**src/rtl/boreal_pkg.sv**
```systemverilog
// Shared constants and types for the boreal weight-memory blocks.
package boreal_pkg;

  localparam int unsigned ADDR_WIDTH_DEF  = 10;
  localparam int unsigned DATA_WIDTH_DEF  = 16;
  localparam int unsigned TRACE_WIDTH_DEF = 8;

  typedef logic signed [DATA_WIDTH_DEF-1:0] weight_t;

  typedef struct packed {
    logic                       valid;
    logic [ADDR_WIDTH_DEF-1:0]  addr;
    logic [TRACE_WIDTH_DEF-1:0] pre;
    logic [TRACE_WIDTH_DEF-1:0] post;
    logic                       depress;
  } stage_t;

endpackage

```
**src/rtl/boreal_hebb_delta.sv**
```systemverilog
// Combinational Hebbian update: trace product, learning-rate shift, signed add, clamp.
module boreal_hebb_delta #(
  parameter int unsigned DATA_WIDTH  = 16,
  parameter int unsigned TRACE_WIDTH = 8,
  parameter int unsigned LR_SHIFT    = 4,
  parameter int          W_MAX       = 32767,
  parameter int          W_MIN       = -32768
) (
  input  logic [TRACE_WIDTH-1:0]       pre,
  input  logic [TRACE_WIDTH-1:0]       post,
  input  logic                         depress,
  input  logic signed [DATA_WIDTH-1:0] w,
  output logic signed [DATA_WIDTH-1:0] result
);

  // Two guard bits so the add can never wrap before the clamp.
  localparam int unsigned SumW = DATA_WIDTH + 2;
  localparam logic signed [SumW-1:0] WMaxExt = SumW'(W_MAX);
  localparam logic signed [SumW-1:0] WMinExt = SumW'(W_MIN);

  logic [2*TRACE_WIDTH-1:0] product;
  logic [2*TRACE_WIDTH-1:0] shifted;
  logic signed [SumW-1:0]   delta;
  logic signed [SumW-1:0]   w_ext;
  logic signed [SumW-1:0]   sum;

  always_comb begin
    product = {{TRACE_WIDTH{1'b0}}, pre} * {{TRACE_WIDTH{1'b0}}, post};
    shifted = product >> LR_SHIFT;
    delta   = SumW'(shifted);
    w_ext   = SumW'(w);
    sum     = depress ? (w_ext - delta) : (w_ext + delta);
    if (sum > WMaxExt) begin
      result = WMaxExt[DATA_WIDTH-1:0];
    end else if (sum < WMinExt) begin
      result = WMinExt[DATA_WIDTH-1:0];
    end else begin
      result = sum[DATA_WIDTH-1:0];
    end
  end

endmodule

```
**src/rtl/boreal_hebbian_updater.sv**
```systemverilog
// Four-stage read-modify-write Hebbian updater in front of the boreal weight BRAM.
// Same-address requests stall until the older update has reached the write stage.
module boreal_hebbian_updater
  import boreal_pkg::*;
#(
  parameter int unsigned ADDR_WIDTH  = ADDR_WIDTH_DEF,
  parameter int unsigned DATA_WIDTH  = DATA_WIDTH_DEF,
  parameter int unsigned TRACE_WIDTH = TRACE_WIDTH_DEF,
  parameter int unsigned LR_SHIFT    = 4,
  parameter int          W_MAX       = 32767,
  parameter int          W_MIN       = -32768
) (
  input  logic                   clk,
  input  logic                   rst,
  input  logic                   in_valid,
  output logic                   in_ready,
  input  logic [ADDR_WIDTH-1:0]  in_addr,
  input  logic [TRACE_WIDTH-1:0] in_pre,
  input  logic [TRACE_WIDTH-1:0] in_post,
  input  logic                   in_depress,
  output logic [ADDR_WIDTH-1:0]  addr_a,
  input  logic [DATA_WIDTH-1:0]  dout_a,
  output logic                   we_b,
  output logic [ADDR_WIDTH-1:0]  addr_b,
  output logic [DATA_WIDTH-1:0]  din_b,
  output logic                   busy
);

  stage_t                  s1_q, s2_q, s3_q;
  logic                    we_q;
  logic [ADDR_WIDTH-1:0]   addr_b_q;
  logic [DATA_WIDTH-1:0]   din_b_q;
  weight_t                 result;
  logic                    hazard;
  logic                    accept;

  boreal_hebb_delta #(
    .DATA_WIDTH  (DATA_WIDTH),
    .TRACE_WIDTH (TRACE_WIDTH),
    .LR_SHIFT    (LR_SHIFT),
    .W_MAX       (W_MAX),
    .W_MIN       (W_MIN)
  ) u_delta (
    .pre     (s3_q.pre),
    .post    (s3_q.post),
    .depress (s3_q.depress),
    .w       ($signed(dout_a)),
    .result  (result)
  );

  // S4 is excluded: its write lands before a newly accepted request reads.
  always_comb begin
    hazard = (s1_q.valid && (s1_q.addr == in_addr)) ||
             (s2_q.valid && (s2_q.addr == in_addr)) ||
             (s3_q.valid && (s3_q.addr == in_addr));
    in_ready = !hazard;
    accept   = in_valid && !hazard;
  end

  always_ff @(posedge clk) begin
    if (rst) begin
      s1_q     <= '0;
      s2_q     <= '0;
      s3_q     <= '0;
      we_q     <= 1'b0;
      addr_b_q <= '0;
      din_b_q  <= '0;
    end else begin
      s1_q.valid <= accept;
      if (accept) begin
        s1_q.addr    <= in_addr;
        s1_q.pre     <= in_pre;
        s1_q.post    <= in_post;
        s1_q.depress <= in_depress;
      end
      s2_q <= s1_q;
      s3_q <= s2_q;
      we_q <= s3_q.valid;
      if (s3_q.valid) begin
        addr_b_q <= s3_q.addr;
        din_b_q  <= result;
      end
    end
  end

  assign addr_a = s1_q.addr;
  assign we_b   = we_q;
  assign addr_b = addr_b_q;
  assign din_b  = din_b_q;
  assign busy   = s1_q.valid | s2_q.valid | s3_q.valid | we_q;

endmodule

```
**config.mk**
```make
export PLATFORM = sky130hd
export DESIGN_NAME = boreal_hebbian_updater
export DESIGN_NICKNAME = d
export VERILOG_FILES = /design/src/rtl/boreal_pkg.sv /design/src/rtl/boreal_hebb_delta.sv /design/src/rtl/boreal_hebbian_updater.sv
export SDC_FILE = /design/constraint.sdc
export NUM_CORES = 1
export LEC_CHECK = 0
export CORE_MARGIN = 2
export CORE_UTILIZATION = 25
export CTS_BUF_LIST = sky130_fd_sc_hd__clkbuf_8
export CTS_CLUSTER_DIAMETER = 40
export CTS_CLUSTER_SIZE = 30
export DETAILED_ROUTE_END_ITERATION = 8
export DONT_BUFFER_PORTS = 1
export PLACE_DENSITY = 0.42
export SLEW_MARGIN = 20
export SYNTH_ARGS = -nofsm -noshare
export SYNTH_HDL_FRONTEND = slang
export SYNTH_SLANG_ARGS = --single-unit
```
**constraint.sdc**
```tcl
create_clock -name clk -period 18.6 [get_ports clk]
set_input_delay 3.72 -clock clk [delete_from_list [all_inputs] [get_ports clk]]
set_output_delay 3.72 -clock clk [all_outputs]
set_load 0.02 [all_outputs]
```
== Word level (Yosys, flattened, before mapping) ==
Cells that the tools add are included.
Storage, ports and cells
  ROM bits: 0
  bits in writable memories: 0
  word-level logic and storage cells: 39
  latch bits: 0
  bits of input ports: 46
  memories: 0
  bits in registers: 111
  output and inout bits: 39
Operators by class
  equal/unequal tests: 3
  multiply operators: 1
  shift operators: 0
  bitwise logic cells: 3
  div/mod/pow operators: 0
  add/sub/neg operators: 2
  $lt $le $gt $ge: 2
  mux-type cells: 3
  reduce and logical (&&, ||, !) cells: 7
Operator list (number)
  two-way mux 16 bit: 2
  == test 10 bit: 3
  > comparator 18 x 16 -> 1 bit (second input constant): 1
  < comparator 18 x 16 -> 1 bit (second input constant): 1
  two-way mux 18 bit: 1
  adder 16 x 13 -> 17 bit: 1
  subtractor 16 x 13 -> 17 bit: 1
  multiplier 8 x 8 -> 16 bit: 1
  logical AND 1 bit: 4
  OR 1 bit: 3
  logical OR 1 bit: 2
  logical NOT 1 bit: 1

== Depth between registers and ports, before layout ==
  depth after elaboration: 6
  gate-level depth with buffers: 29
  mapped depth without buffers: 28

== By module ==
From an unflattened synthesis, not the netlist that was laid out.
Unflattened totals
  cell total of the unflattened synthesis: 759
  area, all modules: 7418.4 µm²
Modules (own cells, without submodules)
  boreal_hebbian_updater: sequential area each 2222.1 µm², instances 1, cells an instance 347, area each 4031.4 µm²
  boreal_hebb_delta: sequential area each 0.0 µm², instances 1, cells an instance 412, area each 3387.0 µm²

== Least setup slack after synthesis ==
Ideal clock, no wire load.
  path kind: input-to-output
  start point: input in_addr[3]
  end point: output in_ready
  slack: 10.405 ns
  buffers on the path: 0
  required time: 14.880 ns
  stages: 5
  arrival time: 4.475 ns
  cells stage by stage: xor2_1 > nor4_1 > nand4_1 > o22ai_1 > nor2_1
Between the ends
  word-level cells in the longest chain between the ends: 5
  elaborated cells on any way between the ends: 9
  those cells by class: eq/ne: 3; reduce/logical: 6
Ends and longest elaborated chain
  from (decl): RTL line boreal_hebbian_updater.sv:17  | input logic [ADDR_WIDTH-1:0] in_addr,
  == test 10 bit (on tied branches): RTL line boreal_hebbian_updater.sv:53, boreal_hebbian_updater.sv:54
  logical AND 1 bit (on tied branches): RTL line boreal_hebbian_updater.sv:53, boreal_hebbian_updater.sv:54
  logical OR 1 bit: RTL line boreal_hebbian_updater.sv:53  | hazard = (s1_q.valid && (s1_q.addr == in_addr)) ||
  logical OR 1 bit (*): RTL line boreal_hebbian_updater.sv:54  | (s2_q.valid && (s2_q.addr == in_addr)) ||
  logical NOT 1 bit (*): RTL line boreal_hebbian_updater.sv:56  | in_ready = !hazard;
  to (decl): RTL line boreal_hebbian_updater.sv:16  | output logic in_ready,
Mark *: on every way between the ends. The rest lies on a longest branch, timed or not.

== Final worst setup path ==
Same ends and word-level chain as after synthesis.

==> results by group <==
Outcome
  • Status: complete, no violations

Timing
  • Relative max-transition margin: a little under three fifths
  • # setup viols final: 0
  • RSZ-0062 raised after global routing: no
  • Fmax: 120 MHz
  • Max-slew violation count: 0
  • Fin crit share: ~45%
  • Setup TNS: 0 ns
  • Worst-margin pin slew: about 0.64 ns
  • Fin Clk Skew: 0.0200 ns
  • Fin. Hold Viols: 0
  • Shortest period the worst path allows: between 8 and 9 ns

Logic synthesis
  • Post-Syn Area per Cell: around 10 µm²
  • Main synth FF type: dfxtp_1
  • Synth cell count leaders: dfxtp_1, nor2b_1, inv_1
  • Yosys reg bits: 111
  • Part of the Yosys area used for sequential elements: 31.7%
  • Area leader, netlist: dfxtp_1
  • Synth async-reset ratio: 0%
  • Mapped Area: around 7000 µm²
  • Syn_nets: between 800 and 900
  • Top post-synthesis cells by area: dfxtp_1, fa_1, ha_1
  • EDFF count, synth: 0
  • Syn Inst Count: 710
  • Synth cell types: 69
  • Synth top area share: around a third
  • Number of synthesis warnings: 0
  • Top-count cell post-synth: dfxtp_1

Clock tree
  • CTS tree: done
  • Resize count post-CTS: 0
  • Total setup buffers inserted after CTS: 0
  • Root Driver: clkbuf_8
  • TritonCTS buffer count: 9
  • H-tree depth: 3
  • CTS max path bufs: 2
  • Worst skew pair latency: 0.39 ns
  • CTS sink cnt: about 110
  • CTS Hold Bufs: 0
  • Clock transition at path regs: around 0.12 ns

Setup path
  • RR Startpoint: s3_q[8]$_SDFF_PP0_
  • Worst Path Required: roughly 15 ns
  • Critical-path cell list: xor2_1 -> nor4_1 -> nand4_1 -> o22ai_1 -> nor2_1
  • Worst Path Buf+Inv: 0
  • Critical path's top delay family: simple AND/OR/NAND/NOR gates
  • Arr. time, crit path: between 4 and 5 ns
  • Worst-path maximum fanout: 4
  • CP Launch Type: input port
  • Slowest CP cell: nor4_1
  • CP max stage delay: between 0.3 and 0.4 ns
  • Reg2Reg Depth: 27
  • Flop-to-flop setup slack: around 11 ns
  • Crit end category: output port
  • WS Path Type: input port to output port
  • R2R Path End: din_b[1]$_SDFFE_PP0P_

Power
  • Leakage: approximately 3.2 nW
  • Pwr per Cell Area: just over 70 nW/µm²
  • Pint: 371 µW
  • Switching pwr: 175 µW
  • Gate power share: a little over a fifth
  • Clock power share: 29.6%
  • Peak VDD IR: about 0.035 mV
  • Sequential Power Share: 48.5%
  • Sw frac: approximately a third

Floorplan
  • Die ar.: between 20000 and 30000 µm²
  • Die Y-Extent: 172 µm
  • Core area: roughly 28000 µm²
  • FP Rows: approximately 60
  • Die width: ~170 µm
  • Initial Util: around 25%
  • Io pins: 85

Drt
  • Routed via count: about 4700
  • # DRC: 0
  • WL final: 16300 µm
  • Via-to-Cell Ratio: ~4.4
  • Final ANT Viol Nets: 0
  • Violation count after the first detailed-route iteration: 262
  • Avg WL per Cell: roughly 15 µm
  • DRT Pass-1 Iters: 4

Worst hold path
  • Path category of the worst min-delay check: register to register
  • Cell count of the worst hold path: 1
  • End of the worst hold path: s3_q[1]$_SDFF_PP0_
  • Hold Path Origin: s2_q[1]$_SDFF_PP0_

Cells and area
  • Ant. Diodes: 0
  • Area growth from synthesis to layout: 8.15%
  • Core Util, Final: around 27%
  • Layout Nets: 828
  • Share of cells above drive strength 1: around 7.0%

Global route
  • Pin count of the biggest net entering global routing: around 70
  • Grt ovf: 0
  • Vias in the first global route: between 4000 and 5000
  • First-pass GRT wire length: ~26000 µm
  • Gr usage total: 11.5%
  • Initial antenna violation count: 0

Placement
  • HPWL after DPL: between 10000 and 15000 µm
  • GPL Wtd Cong: ~0.76
  • Port Buffer Count: 0

Job
  • MaxCap Viol Count: 0
[stage by stage]
stage          total power, mW  cells  hold WS, ns  area [µm²]  setup WS (ns)
3_3_place_gp             0.391   1062        0.422        7370          10.23
3_5_place_dp             0.390   1062        0.422        7370          10.25
6_report                 0.545   1078        0.439        7590          10.26
4_1_cts                  0.554   1078        0.442        7590          10.25
5_1_grt                  0.578   1078        0.450        7590          10.16
2_1_floorplan            0.367    710        0.414        7020          10.41
[logic make-up (layout without fill, tap and decap cells)]
kind of cell / count (synthesis) / after routing / synth area share, %
AO/OA/AOI/OAI: 139 / 139 / 16.2
adder cells (fa/ha/maj): 91 / 91 / 20.1
flip-flops: 111 / 111 / 31.7
XOR/XNOR: 62 / 62 / 8.22
buffers and inverters: 83 / 73 / 4.99
AND/OR/NAND/NOR: 214 / 214 / 17.4
multiplexers: 10 / 10 / 1.43
[worst max path at each step]
stage	startpoint	endpoint	cells past startpoint
after floorplan	in_addr[3]	in_ready	5
after global placement	in_addr[3]	in_ready	5
after detailed placement	in_addr[3]	in_ready	5
after CTS	in_addr[3]	in_ready	5
after global routing	in_addr[3]	in_ready	5
final	in_addr[3]	in_ready	5
[sequential cells by signal (all words and copies together), names as in the netlist]
signal  count
addr_b     10
addr_a     10
s2_q       28
din_b      16
we_b        1
s1_q       18
s3_q       28
[placed cells by master (no fill, tap or decap), types with 4 or more instances in the layout]
| cell | instances |
|---|---|
| o211ai_1 | 4 |
| xor2_1 | 17 |
| o221a_1 | 8 |
| nor2_1 | 28 |
| and2_1 | 53 |
| o21ai_1 | 7 |
| nand4_1 | 10 |
| xnor2_1 | 42 |
| nor3_1 | 7 |
| a21o_1 | 5 |
| a21oi_1 | 27 |
| nand3_1 | 5 |
| o22a_1 | 28 |
| mux2i_1 | 10 |
| nand2b_1 | 6 |
| o21a_1 | 6 |
| dfxtp_1 | 111 |
| clkbuf_8 | 9 |
| nand2_1 | 27 |
| ha_1 | 50 |
| nor2b_1 | 62 |
| fa_1 | 37 |
| maj3_2 | 4 |
| o21ai_0 | 10 |
| o21bai_1 | 4 |
| inv_1 | 54 |
| a211oi_1 | 4 |
[power by group through the flow]
stage	sequential, mW	clock [mW]	combinational (mW)
5_1_grt	0.267	0.179	0.133
2_1_floorplan	0.263	0	0.104
6_report	0.265	0.161	0.119
3_3_place_gp	0.271	0	0.121
4_1_cts	0.265	0.169	0.120
3_5_place_dp	0.271	0	0.120
[layer usage]
metal | global-route usage, % | wire length [µm] | vias up
li1 | - | - | 2399
met1 | 15.7 | 7940 | 2264
met2 | 18.4 | 7500 | 65
met3 | 2.16 | 631 | 11
met4 | 3.43 | 210 | 0
met5 | 0 | 0 | -
[cell type report]
class / instances / area (µm²)
fillers: 2999 / 20100
multi-input cells: 516 / 4450
flip-flops and latches: 111 / 2220
well taps: 378 / 473
inverters: 54 / 203
clock buffers: 9 / 124
clock inverters: 7 / 97.6
repair buffers: 3 / 22.5
(Power assumes the default switching activity.)
